File: config.mk
export PLATFORM = sky130hd
export DESIGN_NAME = phv_deparser
export DESIGN_NICKNAME = d
export VERILOG_FILES = /design/src/rtl/phv_deparser.sv
export SDC_FILE = /design/constraint.sdc
export NUM_CORES = 2
export LEC_CHECK = 0
export CAP_MARGIN = 10
export CELL_PAD_IN_SITES_DETAIL_PLACEMENT = 2
export CELL_PAD_IN_SITES_GLOBAL_PLACEMENT = 2
export CORE_AREA = 2 2 639 641
export DETAILED_ROUTE_END_ITERATION = 8
export DIE_AREA = 0 0 641 643
export PLACE_DENSITY_LB_ADDON = 0.1
export REMOVE_ABC_BUFFERS = 1
export SKIP_LAST_GASP = 1
export SLEW_MARGIN = 20
export SYNTH_ARGS = -nofsm -noshare
export SYNTH_HDL_FRONTEND = slang
export SYNTH_SLANG_ARGS = --single-unit
File: constraint.sdc
create_clock -name clk -period 41.7 [get_ports clk]
set_input_delay 4.17 -clock clk [delete_from_list [all_inputs] [get_ports clk]]
set_output_delay 4.17 -clock clk [all_outputs]
set_load 0.01 [all_outputs]
File: src/rtl/phv_deparser.sv
// phv_deparser
// Rebuilds the egress beat stream from processed PHVs. Each PHV and its action
// opcode are buffered in a small FIFO. For every PHV that is forwarded, one
// header beat (the PHV, zero-extended) is emitted, followed by that packet's
// payload beats passed straight through from the payload stream. A PHV whose
// action is DROP (8'h00) is discarded, and its payload is consumed silently.
//
// Ports
//   clk, rst                  clock (rising edge), synchronous active-high reset
//   phv_valid/ready           PHV input handshake; ready while the FIFO is not full
//   phv_data, phv_action      processed PHV and its action opcode
//   pay_valid/ready           payload beat handshake
//   pay_data, pay_last        payload beat and its end-of-packet flag
//   pkt_valid/ready           egress beat handshake
//   pkt_data, pkt_sop/eop     egress beat with packet framing
//   pkt_count, drop_count     packets fully emitted / dropped (wrap at 2^32)
//   fifo_level                PHV FIFO occupancy, 0..FIFO_DEPTH
//
// state   | meaning
// IDLE    | waiting for a PHV; pops the FIFO head into hdr_reg
// HDR     | presenting the header beat until it is accepted
// PAYLOAD | passing payload beats through until the last one transfers
// DROP    | consuming payload beats of a dropped packet at full rate
module phv_deparser #(
    parameter int DATA_WIDTH     = 512,
    parameter int PHV_WIDTH      = 512,
    parameter int FIFO_DEPTH     = 4,
    parameter int FIFO_ADDR_BITS = 2
) (
    input  logic                      clk,
    input  logic                      rst,
    input  logic                      phv_valid,
    input  logic [PHV_WIDTH-1:0]      phv_data,
    input  logic [7:0]                phv_action,
    output logic                      phv_ready,
    input  logic                      pay_valid,
    input  logic [DATA_WIDTH-1:0]     pay_data,
    input  logic                      pay_last,
    output logic                      pay_ready,
    output logic                      pkt_valid,
    output logic [DATA_WIDTH-1:0]     pkt_data,
    output logic                      pkt_sop,
    output logic                      pkt_eop,
    input  logic                      pkt_ready,
    output logic [31:0]               pkt_count,
    output logic [31:0]               drop_count,
    output logic [FIFO_ADDR_BITS:0]   fifo_level
);

    typedef enum logic [1:0] {
        IDLE    = 2'd0,
        HDR     = 2'd1,
        PAYLOAD = 2'd2,
        DROP    = 2'd3
    } state_t;

    localparam logic [FIFO_ADDR_BITS:0] LEVEL_FULL = (FIFO_ADDR_BITS + 1)'(FIFO_DEPTH);
    localparam logic [7:0]              ACT_DROP   = 8'h00;

    state_t                    state;
    state_t                    state_nxt;

    logic [PHV_WIDTH-1:0]      phv_mem [FIFO_DEPTH];
    logic [7:0]                act_mem [FIFO_DEPTH];
    logic [FIFO_ADDR_BITS-1:0] wr_ptr;
    logic [FIFO_ADDR_BITS-1:0] rd_ptr;
    logic [PHV_WIDTH-1:0]      hdr_reg;
    logic [DATA_WIDTH-1:0]     hdr_ext;

    logic                      push;
    logic                      pop;
    logic                      cnt_pkt;
    logic                      cnt_drop;

    assign phv_ready = (fifo_level != LEVEL_FULL);
    assign push      = phv_valid && phv_ready;
    // A pop only happens from IDLE, so at most one PHV is in flight past the FIFO.
    assign pop       = (state == IDLE) && (fifo_level != '0);

    always_comb begin
        hdr_ext                = '0;
        hdr_ext[PHV_WIDTH-1:0] = hdr_reg;
    end

    // Storage has no reset: contents are only ever read behind fifo_level.
    always_ff @(posedge clk) begin
        if (push) begin
            phv_mem[wr_ptr] <= phv_data;
            act_mem[wr_ptr] <= phv_action;
        end
    end

    always_ff @(posedge clk) begin
        if (rst) begin
            wr_ptr     <= '0;
            rd_ptr     <= '0;
            fifo_level <= '0;
            hdr_reg    <= '0;
            state      <= IDLE;
            pkt_count  <= '0;
            drop_count <= '0;
        end else begin
            state <= state_nxt;
            if (push) begin
                wr_ptr <= wr_ptr + 1'b1;
            end
            if (pop) begin
                rd_ptr  <= rd_ptr + 1'b1;
                hdr_reg <= phv_mem[rd_ptr];
            end
            case ({push, pop})
                2'b10:   fifo_level <= fifo_level + 1'b1;
                2'b01:   fifo_level <= fifo_level - 1'b1;
                default: fifo_level <= fifo_level;
            endcase
            if (cnt_pkt) begin
                pkt_count <= pkt_count + 32'd1;
            end
            if (cnt_drop) begin
                drop_count <= drop_count + 32'd1;
            end
        end
    end

    always_comb begin
        state_nxt = state;
        pkt_valid = 1'b0;
        pkt_data  = '0;
        pkt_sop   = 1'b0;
        pkt_eop   = 1'b0;
        pay_ready = 1'b0;
        cnt_pkt   = 1'b0;
        cnt_drop  = 1'b0;
        case (state)
            IDLE: begin
                if (pop) begin
                    state_nxt = (act_mem[rd_ptr] == ACT_DROP) ? DROP : HDR;
                end
            end
            HDR: begin
                pkt_valid = 1'b1;
                pkt_sop   = 1'b1;
                pkt_data  = hdr_ext;
                if (pkt_ready) begin
                    state_nxt = PAYLOAD;
                end
            end
            PAYLOAD: begin
                pkt_valid = pay_valid;
                pkt_data  = pay_data;
                pkt_eop   = pay_last;
                pay_ready = pkt_ready;
                if (pay_valid && pkt_ready && pay_last) begin
                    cnt_pkt   = 1'b1;
                    state_nxt = IDLE;
                end
            end
            DROP: begin
                pay_ready = 1'b1;
                if (pay_valid && pay_last) begin
                    cnt_drop  = 1'b1;
                    state_nxt = IDLE;
                end
            end
            default: begin
                state_nxt = IDLE;
            end
        endcase
    end

endmodule

# After elaboration in Yosys (flattened, before gate mapping)
# Memories as Yosys holds them, arrays and structs flattened. A register that Yosys moved wholly into a read port is not among the register bits.
# Index checks and enable logic that the tools add are counted.
[classes]
n_addsub = 6
n_reduce_logical = 10
muxes = 20
eq_ne = 10
[op_table]
columns = ["op", "n"]
rows = [
  ["case mux 512 bit (2 select lines)", 1],
  ["adder 32 x 1 -> 32 bit, second input constant", 2],
  ["2-to-1 mux 2 bit", 7],
  ["logical NOT 8 bit", 1],
  ["2-to-1 mux 1 bit", 8],
  ["inequality test 2 bit, second input constant", 4],
  ["case mux 2 bit (4 select lines)", 1],
  ["== test 2 bit, second input constant", 3],
  ["case mux 3 bit (2 select lines)", 1],
  ["logical AND 1 bit", 5],
  ["adder 2 x 1 -> 2 bit, second input constant", 2],
  ["== test 2 x 1 -> 1 bit, second input constant", 2],
  ["case mux 1 bit (2 select lines)", 2],
  ["AND reduction 4 bit", 1],
  ["adder 3 x 1 -> 3 bit, second input constant", 1],
  ["inequality test 3 bit, second input constant", 1],
  ["nonzero test 3 bit", 1],
  ["subtractor 3 x 1 -> 3 bit, second input constant", 1],
  ["logical NOT 2 bit", 1],
  ["nonzero test 2 bit", 1],
]
[totals]
memories = 2
register_bits = 73
ramBits = 2080
out_inout_bits = 584
[mem_list]
columns = ["memory", "depth", "width", "read_ports", "rd_clocked_by_memory_dff", "wr", "line_no", "rtl"]
rows = [
  ["phv_mem", 4, 512, 1, 1, 1, "63", "logic [PHV_WIDTH-1:0] phv_mem [FIFO_DEPTH];"],
  ["act_mem", 4, 8, 1, 1, 1, "64", "logic [7:0] act_mem [FIFO_DEPTH];"],
]

# Depth between registers and ports, before layout
[depth]
ltp_word = 4
depth_mapped = 12
depth_no_buf = 10

# Least setup slack after synthesis
# Ideal clock, no wire load.
[synth_timing]
kind = "input -> register"
startpoint = "in phv_valid"
endpoint = "mem act_mem[0][0] (enable)"
required_ns = 40.742
slack_ns = 24.791
n_path_buf = 0
cell_stages = 1
t_arrival_ns = 15.951
cell_sequence = "and3_1"
[synth_between]
elab_chain_len = 3
[synth_lines]
columns = ["item", "line_no", "rtl"]
rows = [
  ["start: declaration", "32", "input logic phv_valid,"],
  ["logical AND 1 bit", "76", "assign push = phv_valid && phv_ready;"],
  ["2-to-1 mux 1 bit", "87", "if (push) begin"],
  ["2-to-1 mux 1 bit (not written as such)", "89", "act_mem[wr_ptr] <= phv_action;"],
  ["end: declaration", "64", ""],
]
# No other way between the ends.

# Worst setup path after layout
[layout_timing]
startpoint = "in pay_data[498]"
endpoint = "out pkt_data[498]"
[layout_between]
elab_chain_len = 1
[layout_lines]
columns = ["item", "line_no", "rtl"]
rows = [
  ["start: declaration", "37", "input logic [DATA_WIDTH-1:0] pay_data,"],
  ["case mux 512 bit (2 select lines)", "134", "case (state)"],
  ["end: declaration", "41", "output logic [DATA_WIDTH-1:0] pkt_data,"],
]
# No other way between the ends.

==> impl_metrics.ini <==
[detailed_routing]
drt_iter0_drc = 3471
ant_nets = 0
viasPerCell = 4.62
vias = 64021
drc = 0
wl_per_cell_microns = 27.6
finalWirelength_mm = 382
firstDrtPassIters = 5

[finish]
areaGrowthSynthToFinish_pct = 31.8
multi_input_area_sq_um = 27100
final_layout_size_suffix_gt1_share_pct = 13.2
seqCellArea_sq_um = 74200
final_nets = 9165
fin_cells = 13868
fill_cells = 41078

[synthesis]
synth-main-ff-cell = edfxtp_1
synth-seq-area-share_pct = 71.9
netlist_instances = 6543
async_flop_share_pct = 0
syn_area_sq_um = 103000
postSynthAreaPerCell_sq_um = 15.8
synth_area_leaders = edfxtp_1 (61%), dfxtp_1 (11%), mux4_2 (11%), nand2_1 (3.8%), a22oi_1 (3.7%)
synth_cell_types = 43
synth_seq_cells = 2667
yosysTopAreaCell = edfxtp_1
yosysWarnings = 0
synth_top_area_share_pct = 60.5
synth_edf_count = 2080

[job]
drv_cap = 0

[timing]
skew_ns = 0.0391
hold_viol = 0
fmax_mhz = 94.2
rsz0062_at_grt = no
min_period_ns = 10.62
drv_slew = 0
tns_ns = 0
worst_pin_slew_ns = 1.05
setup_viol = 0
maxSlewHeadroom_pct = 29.8
hold_slack_ns = 0.458
fin_crit_sh_pct = 25.5

[cts]
clockBufferDepth = 4
ctsRootBufferMaster = clkbuf_16
clock-sinks = 2667
cts_setup_buffers = 0
cts_resized = 0
cts_tree = done
numCtsBuffers = 320
htree_levels = 5
cts.clk_slew.worst_paths_ns = 0.06
hold_buffers = 0
clock_latency_ns = 0.90

[setup_path]
r2r-end = phv_mem[2][74]
worstPathMaxFanout = 1
crit_path_end_kind = output port
start_kind = primary input
criticalPathCategory = in2out
worstPathArrival_ns = 6.44
ff2ff_setup_slack_ns = 35.69
crit_required_ns = 37.53
reg2reg_from = fifo_level[0]
r2r_cells = 8

[grt]
grt_pass1_wl_mm = 532
grt_max_degree = 132
first_global_vias = 68996
grt_overflow = 0
grt_usage_pct = 18.0
antenna_found_initial = 252

[placement]
place.gp.congestion = 0.815
place_inst = 13221
io_buffers = 1621
dp_hpwl_mm = 253

[worst_hold_path]
hold_depth = 2
hold_end = hdr_ext[447]
hp-start = hdr_ext[447]
hold_path.class = reg2reg

[outcome]
status = complete, no violations

[floorplan]
initial_utilization_pct = 25.5
io_pins = 1622
coreArea_sq_um = 405000
row_count = 234
die_w_microns = 641
die_area_sq_um = 412000
fp.dieH_microns = 643

[pwr]
power.leakage_nw = 41.8
ir_drop_mv = 0.0670
power.density_nw_per_um2 = 63.6
## synthesized netlist by cell type (2+ instances only)
| master | count |
|---|---|
| nand2_1 | 1052 |
| xor2_1 | 40 |
| nor4_1 | 7 |
| nor4_4 | 2 |
| and3_1 | 18 |
| mux2i_1 | 2 |
| nand4_1 | 29 |
| nand3_2 | 3 |
| nor2b_1 | 514 |
| and4_1 | 10 |
| nor3_1 | 8 |
| a21oi_1 | 531 |
| clkbuf_1 | 308 |
| ha_1 | 11 |
| edfxtp_1 | 2080 |
| or3_1 | 14 |
| mux4_2 | 512 |
| nor3_4 | 3 |
| xnor2_1 | 15 |
| buf_1 | 66 |
| a22oi_1 | 512 |
| dfxtp_1 | 587 |
| buf_2 | 94 |
| nor2_1 | 67 |
| o21ai_0 | 14 |
| inv_1 | 10 |
| and2_1 | 5 |
| nand3_1 | 14 |
## sequential cells by signal, indices dropped and copies added, names as in the netlist, named ones only
register and count:
hdr_ext 512, drop_count 32, state 2, act_mem 32
rd_ptr 2, fifo_level 3, pkt_count 32, phv_mem 2048
wr_ptr 2
## through the flow
stage / cell area [sq um] / setup WS (ns) / utilization, % / power, W
after floorplan: 101000 / 19.43 / - / 0.00577
final: 136000 / 31.09 / 33.6 / 0.00866
after global placement: 125000 / 30.57 / 30.9 / 0.00602
after detailed placement: 125000 / 30.89 / 30.9 / 0.00607
after global routing: 136000 / 31.01 / 33.5 / 0.00915
after CTS: 136000 / 30.89 / 33.5 / 0.00890
## critical path, cell delays in order
cell and delay, ns:
clkdlybuf4s50_1 0.64, a22oi_1 0.11, nor2b_1 0.78, clkdlybuf4s50_1 0.73
## layout make-up
class / count / share of cell area (%)
clock inverter: 133 / 1.07
clock buffer: 455 / 6.64
tap: 5428 / 4.99
timing repair buffer: 1720 / 12.6
sequential: 2667 / 54.6
antenna: 59 / 0.109
multi-input combinational: 3395 / 20.0
inverter: 11 / 0.0359
## layout by cell type (no fill, tap or decap), types with 45 or more instances in the layout
| cell type | n |
|---|---|
| clkbuf_1 | 87 |
| diode_2 | 59 |
| mux4_2 | 512 |
| nand2_1 | 1052 |
| nor2_1 | 67 |
| edfxtp_1 | 2080 |
| a22oi_1 | 512 |
| buf_4 | 84 |
| clkinv_2 | 56 |
| clkbuf_8 | 45 |
| nor2b_1 | 512 |
| dfxtp_1 | 585 |
| clkbuf_16 | 323 |
| clkdlybuf4s50_1 | 1620 |
| a21oi_1 | 531 |
## per-layer routing
metal	wire (microns)	track usage, %
met1	147000	20.6
met2	201000	33.1
met3	21700	4.25
met4	11700	5.08
met5	878	0
## report_power, final
group	switching [W]	internal (W)	leakage [nW]
registers	0.000311	0.00329	23.9
clock network	0.00113	0.00165	5.14
logic	0.00136	0.000911	12.7
## worst max-delay path by stage
stage                  startpoint             to  slack [ns]
finish              pay_data[498]  pkt_data[498]       31.09
global route        pay_data[498]  pkt_data[498]       31.01
CTS                 pay_data[498]  pkt_data[498]       30.89
detailed placement  pay_data[498]  pkt_data[498]       30.89
global placement     pay_data[87]   pkt_data[87]       30.57
floorplan               rd_ptr[0]     hdr_ext[0]       19.43
## cells by family (layout without fill, tap and decap cells)
logic type | after synthesis | after routing | synth area share, %
adders and majority gates | 12 | 12 | 0.153
AOI/OAI and AO/OA | 1062 | 1062 | 6.41
buffers and inverters | 481 | 2319 | 1.87
xor gates and xnor gates | 55 | 55 | 0.467
muxes | 514 | 514 | 11.2
and+or+nand+nor | 1752 | 1752 | 8.00
other | 0 | 59 | 0
DFF | 2667 | 2667 | 71.9
Note: power is estimated with default switching activity, not from simulation.
